==> config.mk <==
export PLATFORM = sky130hd
export DESIGN_NAME = stream_decipher
export DESIGN_NICKNAME = d
export VERILOG_FILES = /design/src/rtl/stream_cipher_pkg.sv /design/src/rtl/sbox.sv /design/src/rtl/stream_fifo.sv /design/src/rtl/stream_decipher.sv
export SDC_FILE = /design/constraint.sdc
export NUM_CORES = 1
export LEC_CHECK = 0
export CAP_MARGIN = 20
export CORE_MARGIN = 2
export CORE_UTILIZATION = 45
export DETAILED_ROUTE_END_ITERATION = 10
export PLACE_DENSITY = 0.7
export SLEW_MARGIN = 20
export SYNTH_ARGS = -nofsm -noshare
export SYNTH_HDL_FRONTEND = slang
export SYNTH_SLANG_ARGS = --single-unit
==> constraint.sdc <==
create_clock -name clk -period 3.1 [get_ports clk]
set_input_delay 0.31 -clock clk [delete_from_list [all_inputs] [get_ports clk]]
set_output_delay 0.31 -clock clk [all_outputs]
set_load 0.005 [all_outputs]
==> src/rtl/stream_cipher_pkg.sv <==
// Shared types and constants for the byte-wise counter-mode stream cipher
// (transmit and receive sides).
//   byte_t      : 8-bit data byte
//   dec_state_t : receive-side FSM state
//   CB_STEP     : counter increment per processed byte
package stream_cipher_pkg;

  typedef logic [7:0] byte_t;

  typedef enum logic {
    NOKEY = 1'b0,
    KEYED = 1'b1
  } dec_state_t;

  localparam byte_t CB_STEP = 8'h01;

endpackage

==> src/rtl/sbox.sv <==
// Combinational keystream substitution box. Bijective on 8 bits:
// y = (7 * x mod 256) ^ 8'h5A. Multiplication by an odd constant is a
// permutation of the byte values, so every counter value maps to a unique
// keystream byte.
// Ports:
//   x  in   8  counter value
//   y  out  8  keystream byte
module sbox
  import stream_cipher_pkg::*;
(
  input  logic [7:0] x,
  output logic [7:0] y
);

  // 7*x built from shifts: 4x + 2x + x, truncated to 8 bits.
  byte_t times7;
  assign times7 = {x[5:0], 2'b00} + {x[6:0], 1'b0} + x;
  assign y      = times7 ^ 8'h5A;

endmodule

==> src/rtl/stream_fifo.sv <==
// Small synchronous FIFO with flush. Storage is not reset; only the
// pointers and occupancy are. Flush has priority over push and pop.
// Ports:
//   clk    in   1            clock, rising edge
//   rst_n  in   1            asynchronous active-low reset
//   push   in   1            write din at the tail (caller guarantees not full
//                            unless popping in the same cycle)
//   pop    in   1            advance the head (caller guarantees not empty)
//   flush  in   1            empty the FIFO
//   din    in   WIDTH        write data
//   dout   out  WIDTH        head entry (registered storage)
//   full   out  1            count == DEPTH
//   count  out  log2(D)+1    current occupancy
module stream_fifo #(
  parameter int DEPTH = 2,
  parameter int WIDTH = 8
) (
  input  logic                     clk,
  input  logic                     rst_n,
  input  logic                     push,
  input  logic                     pop,
  input  logic                     flush,
  input  logic [WIDTH-1:0]         din,
  output logic [WIDTH-1:0]         dout,
  output logic                     full,
  output logic [$clog2(DEPTH):0]   count
);

  localparam int AW = $clog2(DEPTH);

  logic [WIDTH-1:0] mem [DEPTH];
  logic [AW-1:0]    wr_ptr;
  logic [AW-1:0]    rd_ptr;

  // Pointers are exactly log2(DEPTH) bits, so they wrap without compare.
  always_ff @(posedge clk or negedge rst_n) begin
    if (!rst_n) begin
      wr_ptr <= '0;
      rd_ptr <= '0;
      count  <= '0;
    end else if (flush) begin
      wr_ptr <= '0;
      rd_ptr <= '0;
      count  <= '0;
    end else begin
      if (push) wr_ptr <= wr_ptr + AW'(1);
      if (pop)  rd_ptr <= rd_ptr + AW'(1);
      case ({push, pop})
        2'b10:   count <= count + (AW+1)'(1);
        2'b01:   count <= count - (AW+1)'(1);
        default: count <= count;
      endcase
    end
  end

  always_ff @(posedge clk) begin
    if (push && !flush) mem[wr_ptr] <= din;
  end

  assign dout = mem[rd_ptr];
  assign full = (count == (AW+1)'(DEPTH));

endmodule

==> src/rtl/stream_decipher.sv <==
// Receive side of the byte-wise counter-mode stream cipher.
// Each accepted ciphertext byte is decrypted as din ^ sbox(cb) and buffered;
// cb is seeded by key and advances by one per accepted byte.
// Ports:
//   clk         in   1  clock, rising edge
//   rst_n       in   1  asynchronous active-low reset
//   key         in   8  key, sampled when key_in = 1
//   key_in      in   1  load key: reseed counter, flush buffer
//   din         in   8  ciphertext byte
//   din_valid   in   1  din holds a byte
//   din_ready   out  1  block accepts din this cycle
//   dout        out  8  plaintext byte (buffer head)
//   dout_valid  out  1  dout holds a byte
//   dout_ready  in   1  consumer takes dout this cycle
//   keyed       out  1  a key has been loaded since reset
//
// State table:
//   state | meaning
//   NOKEY | no key since reset; input side stalled, din ignored
//   KEYED | key loaded; decrypting and buffering (exit only by reset)
module stream_decipher
  import stream_cipher_pkg::*;
#(
  parameter int FIFO_DEPTH = 2
) (
  input  logic       clk,
  input  logic       rst_n,
  input  logic [7:0] key,
  input  logic       key_in,
  input  logic [7:0] din,
  input  logic       din_valid,
  output logic       din_ready,
  output logic [7:0] dout,
  output logic       dout_valid,
  input  logic       dout_ready,
  output logic       keyed
);

  dec_state_t               state;
  byte_t                    cb;
  byte_t                    keystream;
  byte_t                    plain;
  logic                     push;
  logic                     pop;
  logic                     fifo_full;
  logic [$clog2(FIFO_DEPTH):0] fifo_count;

  always_ff @(posedge clk or negedge rst_n) begin
    if (!rst_n) begin
      state <= NOKEY;
      cb    <= 8'h00;
    end else if (key_in) begin
      state <= KEYED;
      cb    <= key;
    end else if (push) begin
      cb    <= cb + CB_STEP;
    end
  end

  assign keyed = (state == KEYED);

  // A full buffer that is draining this cycle can still take a byte.
  assign din_ready  = keyed & ~key_in & (~fifo_full | dout_ready);
  assign dout_valid = (fifo_count != '0);

  assign push = din_valid & din_ready;
  // A head offered during a key load is flushed, not delivered.
  assign pop  = dout_valid & dout_ready & ~key_in;

  sbox u_sbox (
    .x (cb),
    .y (keystream)
  );

  assign plain = din ^ keystream;

  stream_fifo #(
    .DEPTH (FIFO_DEPTH),
    .WIDTH (8)
  ) u_fifo (
    .clk   (clk),
    .rst_n (rst_n),
    .push  (push),
    .pop   (pop),
    .flush (key_in),
    .din   (plain),
    .dout  (dout),
    .full  (fifo_full),
    .count (fifo_count)
  );

endmodule

==> results of run 1 <==
-- power groups by stage --
stage	sequential (uW)	clock, uW	combinational (uW)
finish	528	295	384
global route	535	314	438
CTS	529	301	390
detailed placement	536	0	387
global placement	532	0	374
floorplan	525	0	267
-- final timing paths --
| path | to | slack (ps) |
|---|---|---|
| worst max register to register | u_fifo.mem[0][6] | 760 |
| min in group clk | keyed | 490 |
| worst min-delay path | keyed | 410 |
| worst min register to register | keyed | 490 |
| max in group asynchronous | u_fifo.rd_ptr | 2290 |
| worst max-delay path | u_fifo.mem[0][6] | 760 |
-- sequential cells by signal, indices dropped and copies added, names as in the netlist --
name and flops:
u_fifo.rd_ptr 1, u_fifo.count 2, cb 8, u_fifo.wr_ptr 1
u_fifo.mem 16, keyed 1
-- routing by layer --
layer	up-vias	share of wire, %	global-route usage, %	wire length, um
met3	9	7.6	4.429	232
met4	0	2.2	6.122	66
met2	44	49	26.89	1507
met1	519	41	20.75	1256
li1	569	-	-	-
met5	-	0	0	0
-- metrics by stage --
stage               setup slack [ps]  util (%)
global route                   627.5     58.34
detailed placement             763.8     56.11
global placement               834.0     56.11
floorplan                      904.3         -
finish                         759.8     58.34
CTS                            753.1     58.34
-- synth_stat cells --
master | n | area share (%)
a21o_1 | 4 | 1.7
a21oi_1 | 4 | 1.2
a221o_1 | 3 | 1.7
a22o_1 | 1 | 0.51
and2_1 | 2 | 0.72
and2_2 | 2 | 0.87
and2b_2 | 1 | 0.51
and3_1 | 2 | 0.72
and3_4 | 1 | 0.65
buf_2 | 2 | 0.58
buf_6 | 2 | 1.3
clkbuf_1 | 3 | 0.65
dfrtp_1 | 13 | 19
edfxtp_1 | 16 | 28
fa_1 | 6 | 7.0
ha_1 | 11 | 8.0
inv_1 | 1 | 0.22
mux2_2 | 8 | 5.2
nand2_1 | 5 | 1.1
nand3_1 | 2 | 0.58
nand4_1 | 7 | 2.5
nor2_1 | 7 | 1.5
nor2b_1 | 1 | 0.36
nor3_1 | 2 | 0.58
nor3_2 | 1 | 0.58
o21ai_0 | 8 | 2.3
o21ai_1 | 2 | 0.58
or2_2 | 2 | 0.72
or3_1 | 1 | 0.36
or3b_1 | 1 | 0.51
xnor2_1 | 11 | 5.6
xor2_1 | 9 | 4.6
-- layout make-up --
| cell class | instances | area (um^2) | area share (%) |
|---|---|---|---|
| clock inverters | 2 | 10.01 | 0.4651 |
| flip-flops and latches | 29 | 805.8 | 37.44 |
| well taps | 48 | 60.06 | 2.791 |
| inverters | 1 | 3.754 | 0.1744 |
| clock buffers | 6 | 72.57 | 3.372 |
| multi-input cells | 104 | 874.6 | 40.64 |
| repair buffers | 33 | 325.3 | 15.12 |
-- kinds of logic (layout without fill, tap and decap cells) --
| group | after synthesis | after routing | share of synthesized area (%) |
|---|---|---|---|
| buf+inv | 8 | 42 | 2.751 |
| flops | 29 | 29 | 46.63 |
| fa+ha+maj | 17 | 17 | 14.92 |
| mux | 8 | 8 | 5.214 |
| compound gates | 22 | 22 | 8.038 |
| simple gates | 37 | 37 | 12.31 |
| xor+xnor | 20 | 20 | 10.14 |
==> impl.org, run 1 <==
** Status
- Outcome :: finished, final reports clean

** Clock network
- After clock tree synthesis, the flow added hold-fix buffers numbering 0.
- For this design, the sink count on the clock tree is 29.
- Root Driver :: clkbuf_8
- Setup fix buffers added after clock tree synthesis :: 0
- The clock passes through at most 2 buffers.
- Resize count post-CTS :: 0
- TritonCTS created 5 clock buffers.
- # H-tree levels :: 2
- Worst-skew pair later-pin latency :: approximately 280 ps
- Clock-pin slew was measured on the worst setup and hold paths at ~60 ps.
- TritonCTS clock tree :: yes

** Detailed routing
- In the routed design, unresolved DRC markers number 0.
- Dividing the detail-routed via count by the number of cells gives 5.117.
- Wire per inst :: between 10 and 15 um
- After the first detailed-routing iteration, the DRC count stood at 37.
- Via count of the routed design :: between 1,000 and 1,500
- The first detailed-routing pass took 4 iterations.
- Post-route antenna net violation count :: 0
- Final WL :: around 3100 um

** Finish
- In the final layout, the share of cells above drive strength 1 is approximately 14%.
- 0 antenna diodes ended up in the layout.
- Area Growth Syn to Fin :: 24.55%
- In the layout the commonest cells are 31 x clkdlybuf4s50_1, 16 x edfxtp_1, 13 x dfrtp_1.
- Fin nets :: about 210
- The count of cells in the finished layout, fillers not included, comes to 223.
- Area of all placed cells without fillers :: around 2200 um^2
- Layout fillers :: around 310
- Leaving out fill and tap cells, the most frequent cell in the layout is clkdlybuf4s50_1.

** Die
- The total area inside the core boundary comes to 3689 um^2.
- I/O pins :: 32
- The floorplan has 22 rows.
- In this run the horizontal extent of the chip is about 66 um.
- Area enclosed by the die boundary :: about 4400 um^2
- Die height :: 65.97 um
- Once the floorplan was initialized, standard cells occupied 46.85% of the core.

** Synthesis
- Summing every instance area after synthesis gives ~1700 um^2.
- Post-synthesis cell type count :: 32
- Synthesis produced between 100 and 150 cells.
- Mean instance size in the synthesized netlist :: 12.25 um^2
- Synthesized Nets :: 179
- Yosys synthesis warning count :: 0
- After synthesis the netlist holds a flip-flop and latch count of 29.
- Sequential cells were found to cover approximately 47% of the synthesized design area.

** Place
- The placed instances occupy a cell area of 2069 um^2.
- Including well taps, the total number of placed cells is 215.
- Count of input and output buffers :: 31
- GPL Wtd Cong :: approximately 0.86
- Summed over all nets, the half-perimeter wirelength after detailed placement is around 2300 um.

** Setup path
- STA puts the critical path data arrival time at between 2000 and 2500 ps.
- Setup crit start kind :: flip-flop
- CP delay by family, top :: adder cells
- Crit path cell chain :: fa_1 -> ha_1 -> fa_1 -> a21o_1 -> a21oi_1 -> xnor2_1
- The largest individual stage delay along the critical path comes from the cell fa_1.
- The largest single stage delay on the critical path is a little over 500 ps.
- In this run the worst path has a maximum fanout of 8.
- CP startpoint :: cb[0]
- The critical path crosses 6 cells after its start point.
- Most common cell on crit path :: fa_1
- By startpoint and endpoint, the worst setup path is classified as flip-flop to flip-flop.
- Counting both buffers and inverters, the worst setup path holds a total of 0.
- Launch point of the worst reg-to-reg path :: cb[0]
- Data required time of the critical path :: between 3000 and 4000 ps
- Count of cells along the worst register-to-register path :: 6
- Crit path capture type :: flip-flop

** GRT
- All-Layer GR Usage :: between 10% and 20%
- Antenna violations before repair :: 0
- Total congestion overflow :: 0
- Global-route wire length before repair :: 5306 um
- The number of global-route vias before repair was 1,128.
- Maximum number of pins on one net before global-route repair :: 21

** STA
- Achievable Freq :: ~430 MHz
- Tightest slew margin relative to the limit :: 59.14%
- Max-slew violation count :: 0
- Setup violations remaining at the end of the flow were counted as 0.
- Tightest Pin Transition :: 611.0 ps
- The final number of hold-violating endpoints is 0.
- Setup repair after global routing left no endpoint under its margin.
- Ratio of final minimum period to clock period :: between 70% and 80%
- Hold slack final :: between 400 and 500 ps
- Setup clock skew after layout :: about 3.4 ps
- Fin crit period :: 2340 ps
- After routing, the total negative slack on setup checks comes to 0 ps.

** Power
- For this design the ratio of total power to cell area is roughly 560 nW/um^2.
- Cell Int Power :: 861.2 uW
- Total power for the finished layout comes to roughly 1200 uW.
- Share of power burned in the clock network :: between 20% and 30%
- In this run, the combinational gates consume approximately a third of the power.
- Summed over all cells, the static leakage comes to about 0.00085 uW.
- Sequential share of power :: between 40% and 50%
- Net load switching power :: roughly 350 uW
- Net switching fraction of the power :: between 20 and 30%
- Peak ir drop on the vdd network :: between 0.3 and 0.4 mV

** Min path
- The worst hold path belongs to the class primary input to async pin.

** Job
- Max-cap violations in this run came to 0.
Note: power is estimated with default switching activity, not from simulation.
==> run 2, diff against run 1 <==
==> constraint.sdc (replaced) <==
create_clock -name clk -period 2.35 [get_ports clk]
set_input_delay 0.235 -clock clk [delete_from_list [all_inputs] [get_ports clk]]
set_output_delay 0.235 -clock clk [all_outputs]
set_load 0.005 [all_outputs]
==> run 2 against run 1 <==
Fmax up 4.1%. Routed wire length up 3.8%. Critical path depth unchanged. Setup slack worse by 660 ps. Critical path type unchanged. Non-clock buffer count up 4. Combinational power up 39%.
==> impl.org, run 2 (same netlist as run 1, synthesis figures left out) <==
** Status
- The run finished with clean final reports.

** Clock network
- Post-CTS clock slew at the launch and capture registers of the worst setup and hold paths :: 60 ps (about the same)
- The number of clock sinks was 29 (unchanged).
- The clock network latency to the later pin of the worst-skew pair was 280 ps (about the same).
- TritonCTS built the clock tree.
- # H-tree levels :: 2 (unchanged)
- The tree is rooted in a clkbuf_8.
- Setup fix buffers added after clock tree synthesis :: 0 (unchanged)
- Clock buffer depth :: 2 (unchanged)
- The CTS buffer count is 5 (unchanged).

** Setup path
- Slowest cell delay on critical path :: 620 ps (+110 ps)
- Signal arrival time at the worst endpoint :: 2270 ps (-90 ps)
- Capture instance of the worst register-to-register path :: u_fifo.mem[0][7]
- The worst setup path is launched from a flip-flop.
- Crit path cell chain :: fa_2 -> ha_1 -> a21o_1 -> a21oi_1 -> o21ai_0 -> xnor2_1
- Data required time of the critical path :: 2370 ps (-750 ps)
- The worst setup path is captured at a flip-flop.
- Maximum fanout along the worst path :: 5 (-3)
- Slack of the worst reg-to-reg path :: 100 ps (-660 ps)
- The worst register-to-register path begins at cb[1].
- Count of cells along the worst register-to-register path :: 6 (unchanged)
- Sum of buffers and inverters on the critical path :: 0 (unchanged)
- CP delay by family, top :: adder cells
- Worst-path cell with the longest stage delay :: fa_2
- In this run the worst setup path begins at cb[1].
- The critical path in this run is classified as flip-flop to flip-flop.

** Finish
- Compared with the post-synthesis result, the final layout area differs by 26.65%.
- The final standard cell count with taps included and fillers excluded was 227 (+1.8%).
- The number of flip-flops in the largest register came to 16 (unchanged).
- The share of layout cells above drive strength 1 was 17.32% (+3.6 points).
- Antenna diode count :: 0 (unchanged)
- Layout fillers :: 318 (+1.6%)
- The number of nets in the layout is 216 (+1.9%).
- Highest-count cells in the layout ignoring fill and taps :: 31 x clkdlybuf4s50_1, 16 x edfxtp_1, 12 x dfrtp_1
- The final cell area excluding filler cells came to 2188 um^2 (+1.7%).
- The library cell used most frequently in the layout, excluding fill and tap cells, is clkdlybuf4s50_1.
- In the final layout, the registers with the most flip-flops are u_fifo.mem: 16 flops, cb: 8 flops, u_fifo.count: 2 flops.
- Ranked by flip-flop count, first place goes to u_fifo.mem.

** STA
- The final setup slack of the worst path came to 102.3 ps (-657.5 ps).
- The clock skew after layout is 4.229 ps (+0.7970 ps).
- Setup repair after global routing missed its margin :: no
- Achievable Freq :: 444.9 MHz (+4.1%)
- The final period utilization is 95.65% (+20 points).
- Fin crit period :: 2248 ps (-92.49 ps)
- The total count of max-transition violations in the final report was 0 (unchanged).
- Final total negative setup slack :: 0 ps (unchanged)
- Tightest slew margin relative to the limit :: 51.59% (-7.6 points)
- The final setup violation count came to 0 (unchanged).
- The final number of hold-violating endpoints was 0 (unchanged).
- Tightest Pin Transition :: 723.5 ps (+112.6 ps)

** Detailed routing
- The number of DRC violations after detailed routing was 0 (unchanged).
- Avg Vias per Cell :: 5.150 (+0.65%)
- The final antenna-violating net count was 0 (unchanged).
- Via count of the routed design :: 1,169 (+2.5%)
- Final WL :: 3177 um (+3.8%)
- The number of iterations in the first detailed-routing pass came to 4 (unchanged).
- The routed wirelength normalized by instance count came to 14.00 um (+1.9%).
- The first-iteration detailed-routing DRC count is 43 (+16%).

** Die
- The number of ports placed on the die boundary came to 32 (unchanged).
- Site row count :: 22 (unchanged)
- The vertical die dimension was 65.97 um (unchanged).
- Placeable Area :: 3689 um^2 (unchanged)
- Width of the die :: 65.97 um (unchanged)
- The effective utilization at floorplan is 46.85% (unchanged).
- The die area came to 4351 um^2 (unchanged).

** Job
- Reported max-cap violation count :: 0 (unchanged)

** GRT
- The number of antenna violations at the first check in global routing is 0 (unchanged).
- Total congestion overflow :: 0 (unchanged)
- The global-route usage over all layers is 17.16% (+0.76 points).
- Maximum number of pins on one net before global-route repair :: 21 (unchanged)
- The number of global-route vias before repair is 1,273 (+13%).
- The global-route wire length before repair came to 5451 um (+2.7%).

** Place
- The number of cells in the design after placement was 219 (+1.9%).
- The worst setup timing slack at the placement stage is 35.30 ps (-728.6 ps).
- Half-perimeter wire length after placement :: 2451 um (+7.5%)
- The number of port buffers is 31 (unchanged).
- The cell area after placement was 2100 um^2 (+1.5%).
- GPL Wtd Cong :: 0.8450 (-1.5%)

** Power
- The leakage dissipation is 0.0008659 uW (+1.8%).
- The total design power is 1613 uW (+34%).
- Power density of the placed cells :: 737.0 nW/um^2 (+31%)
- Peak ir drop on the vdd network :: 0.4314 mV (+30%)

** Min path
- Hold WC Path Type :: primary input to async pin
-- run 2: cell count changes in the layout (fill, tap and decap cells not counted) --
cell / delta
dfrtp_1: -1
fa_2: +2
buf_4: +4
dfrtp_2: +1
fa_1: -2
-- run 2: layer usage --
metal,wire length [um],vias up,global-route usage (%)
met2,1594,33,29.29
met4,93,0,8.418
met5,0,-,0
met3,152,10,4.770
li1,-,576,-
met1,1337,550,19.73
-- run 2: worst max-delay path by stage --
stage / to / cells after the start
global route: u_fifo.mem[0][7] / 6
detailed placement: u_fifo.mem[0][6] / 6
finish: u_fifo.mem[0][7] / 6
CTS: u_fifo.mem[1][6] / 6
global placement: u_fifo.mem[1][6] / 6
floorplan: u_fifo.mem[0][6] / 6
-- run 2: area by class of cell --
type	instances	area, um^2	area share, %
clock buffer	6	72.57	3.316
clock inverter	2	10.01	0.4574
inverter	1	3.754	0.1715
multi-input combinational	104	879.6	40.19
sequential	29	807.0	36.88
tap	48	60.06	2.744
timing repair buffer	37	355.3	16.24
-- run 2: power breakdown --
part	internal [uW]	leakage (uW)	switching [uW]	total [uW]
combinational	295	0.000515	238	533
sequential	650	0.000305	39.8	689
clock	204	0.0000450	186	390
total	1150	0.000866	463	1610
-- run 2: timing repair --
action / 4_1_cts / 5_1_grt
hold buffers: 0 / 0
setup endpoints to repair: 0 / 4
resized for setup: 0 / 3
-- run 2: worst register-to-register path, stage by stage, from the launching register on --
cell and delay (ps):
dfrtp_2 450, fa_2 620, ha_1 240, a21o_1 160
a21oi_1 210, o21ai_0 150, xnor2_1 160
-- run 2: stage by stage --
stage,hold slack (ps),utilization (%)
4_1_cts,343.1,59.16
3_3_place_gp,479.3,56.92
3_5_place_dp,476.5,56.92
6_report,322.1,59.33
5_1_grt,366.1,59.33
2_1_floorplan,-60.59,-
==> run 3, diff against run 2 <==
==> constraint.sdc (replaced) <==
create_clock -name clk -period 2.35 [get_ports clk]
set_input_delay 0.47 -clock clk [delete_from_list [all_inputs] [get_ports clk]]
set_output_delay 0.47 -clock clk [all_outputs]
set_load 0.005 [all_outputs]
==> run 3 against run 2 <==
Via count rose by 2.2%. Flip-flop and latch count did not move. Non-clock buffer count rose by 3. Largest cell class unchanged. Clock skew rose by 4.6 ps. Sequential power barely moved. Largest power group unchanged.
==> impl.org, run 3 (same netlist as run 1, synthesis figures left out) <==
** Place
- Half-perimeter wire length after placement :: 2349 um (-4.2%)
- Number of cells after detailed placement :: 222 (+1.4%)
- The worst setup timing slack at the placement stage was -78.43 ps (-113.7 ps).
- The final estimated routing congestion in global placement is 0.7615 (-9.9%).
- The number of port buffers was 31 (unchanged).

** Finish
- Register name with the most flops :: u_fifo.mem
- The share of layout cells above drive strength 1 was 18.13% (+0.81 points).
- The number of flip-flops in the largest register was 16 (unchanged).
- Leaving out fill and tap cells, the most frequent cell in the layout is clkdlybuf4s50_1.
- Area Growth Syn to Fin :: 27.95%
- The final standard cell count with taps included and fillers excluded was 230 (+1.3%).
- Highest-count cells in the layout ignoring fill and taps :: 30 x clkdlybuf4s50_1, 16 x edfxtp_1, 12 x dfrtp_1
- Antenna diode count :: 0 (unchanged)
- The largest registers in the layout are u_fifo.mem: 16 flops, cb: 8 flops, u_fifo.count: 2 flops.
- Fin nets :: 219 (+1.4%)

** Job
- The total of max-cap violations came to 0 (unchanged).

** Die
- The number of placement rows was 22 (unchanged).
- The placeable core region was 3689 um^2 (unchanged).
- Starting Density :: 46.85% (unchanged)
- The die area is 4351 um^2 (unchanged).
- I/O pins :: 32 (unchanged)
- The vertical die dimension came to 65.97 um (unchanged).
- Width of the die :: 65.97 um (unchanged)

** Power
- Sequential share of power :: 42.2% (-0.5 points)
- The power density normalized to cell area was 736.3 nW/um^2 (-0.10%).
- The power spent charging and discharging nets is 474.2 uW (+2.3%).
- Peak ir drop on the vdd network :: 0.4751 mV (+10%)
- The proportion of power drawn by combinational gates was 34.0% (+0.9 points).
- Pleak :: 0.0008821 uW (+1.9%)
- The fraction of power spent switching nets was 29.13% (+0.40 points).
- Post-route total power :: 1628 uW (+0.93%)
- The internal portion of total power was 1154 uW (+0.36%).
- Share of power burned in the clock network :: 23.7% (-0.5 points)

** STA
- Tightest Pin Transition :: 658.6 ps (-64.95 ps)
- Max-slew violation count :: 0 (unchanged)
- The final setup violation count is 0 (unchanged).
- The achievable clock frequency is 442.2 MHz (-0.61%).
- The clock skew after layout was 8.812 ps (+4.583 ps).
- Setup repair after global routing missed its margin :: no
- Fin crit period :: 2261 ps (+13.75 ps)
- Final hold violations :: 0 (unchanged)
- The worst relative slew slack is 55.93% (+4.3 points).
- Min setup slack post-route :: 88.51 ps (-13.75 ps)
- The final period utilization is 96.23% (+0.59 points).
- The setup total negative slack came to 0 ps (unchanged).

** GRT
- Antenna violations before repair :: 0 (unchanged)
- The largest net degree at the start of global routing was 21 (unchanged).
- Total congestion overflow :: 0 (unchanged)
- Global-route wire length before repair :: 5499 um (+0.88%)
- The number of global-route vias before repair was 1,261 (-0.94%).
- All-Layer GR Usage :: 16.81% (-0.35 points)

** Min path
- The min-delay analysis places its worst path in the category flip-flop to flip-flop.
- Along the worst hold path, the cell count comes to 1.
- Worst min-delay path startpoint :: keyed
- Endpoint with the worst hold slack :: keyed

** Clock network
- Clk sinks :: 29 (unchanged)
- Worst-skew pair later-pin latency :: 280 ps (about the same)
- Num CTS Buffers :: 5 (unchanged)
- The count of hold-fix buffers inserted at cts was 0 (unchanged).
- Post-CTS clock slew at the launch and capture registers of the worst setup and hold paths :: 70 ps (about the same)
- The maximum buffer depth of the clock tree is 2 (unchanged).
- The buffers inserted during post-CTS setup optimization is 0 (unchanged).
- TritonCTS built the clock tree.
- Root Driver :: clkbuf_8
- The maximum level of the CTS H-tree was 2 (unchanged).

** Setup path
- Signal arrival time at the worst endpoint :: 2280 ps (about the same)
- Launch point of the worst reg-to-reg path :: cb[1]
- Maximum fanout along the worst path :: 5 (unchanged)
- Slack of the worst reg-to-reg path :: 90 ps (about the same)
- Startpoint-to-endpoint class of the critical path :: flip-flop to flip-flop
- STA classifies the critical path startpoint as a flip-flop.
- Count of cells along the worst register-to-register path :: 6 (unchanged)
- Crit path capture type :: flip-flop
- The data required time at the worst endpoint came to 2360 ps (about the same).
- Capture instance of the worst register-to-register path :: u_fifo.mem[0][6]

** Detailed routing
- The number of DRC violations after detailed routing came to 0 (unchanged).
- The number of iterations in the first detailed-routing pass came to 4 (unchanged).
- The first-iteration detailed-routing DRC count was 32 (-26%).
- The final antenna-violating net count is 0 (unchanged).
- Wire per inst :: 13.78 um (-1.6%)
- Final WL :: 3169 um (-0.25%)
- The per-cell via count in the routed design was 5.196 (+0.89%).
- Via count of the routed design :: 1,195 (+2.2%)

** Status
- The flow ran to the end, and the final reports show no timing, DRC or antenna violations.
[run 3: cell count changes in the layout (fill, tap and decap cells not counted), sizes merged]
cell,delta
buf,+3
clkbuf,-1
clkdlybuf4s50,-1
clkinv,+1
dlygate4sd2,+1
[run 3: worst max-delay path, stage by stage (launching register included)]
cell and delay, ps:
dfrtp_2 450, fa_1 480, ha_1 220, fa_1 400, a21o_1 180, a21oi_2 150, xnor2_1 110
[run 3: what timing repair did]
item,CTS,global route
hold endpoints to repair,0,0
gates resized for setup,1,3
endpoints found under the setup margin,1,6
cloned,0,0
[run 3: how the worst max path moves through the flow]
stage / cells after the start / slack, ps / start / end
floorplan: 6 / 150 / cb[0] / u_fifo.mem[0][6]
global placement: 4 / -70 / dout_ready / din_ready
detailed placement: 4 / -80 / dout_ready / din_ready
CTS: 6 / 40 / cb[1] / u_fifo.mem[0][6]
global route: 6 / 0.8 / cb[1] / u_fifo.mem[0][6]
finish: 6 / 90 / cb[1] / u_fifo.mem[0][6]
[run 3: final cells by class]
type,count,area [um^2]
timing repair buffer,40,376.6
clock inverter,3,12.51
clock buffer,5,68.82
sequential,29,807.0
multi-input combinational,104,882.1
tap,48,60.06
fill,322,1478
inverter,1,3.754
[run 3: power by group through the flow]
stage | combinational [uW] | sequential (uW) | clock [uW]
floorplan | 353 | 692 | 0
CTS | 546 | 688 | 400
global route | 621 | 697 | 417
global placement | 522 | 694 | 0
detailed placement | 543 | 697 | 0
finish | 554 | 687 | 387
[run 3: stage by stage]
step,area [um^2],utilization (%),hold WS [ps]
6_report,2211,59.94,505.4
3_5_place_dp,2122,57.53,491.5
4_1_cts,2202,59.70,516.3
2_1_floorplan,1728,-,174.4
3_3_place_gp,2122,57.53,482.0
5_1_grt,2211,59.94,539.7
[run 3: metal layers]
layer  vias to the layer above  share of wire [%]  GRT usage [%]
li1                        586                  -              -
met1                       572                 44          20.44
met2                        31                 50          29.04
met3                         6                5.1          4.940
met4                         0                1.1          4.592
met5                         -                  0              0
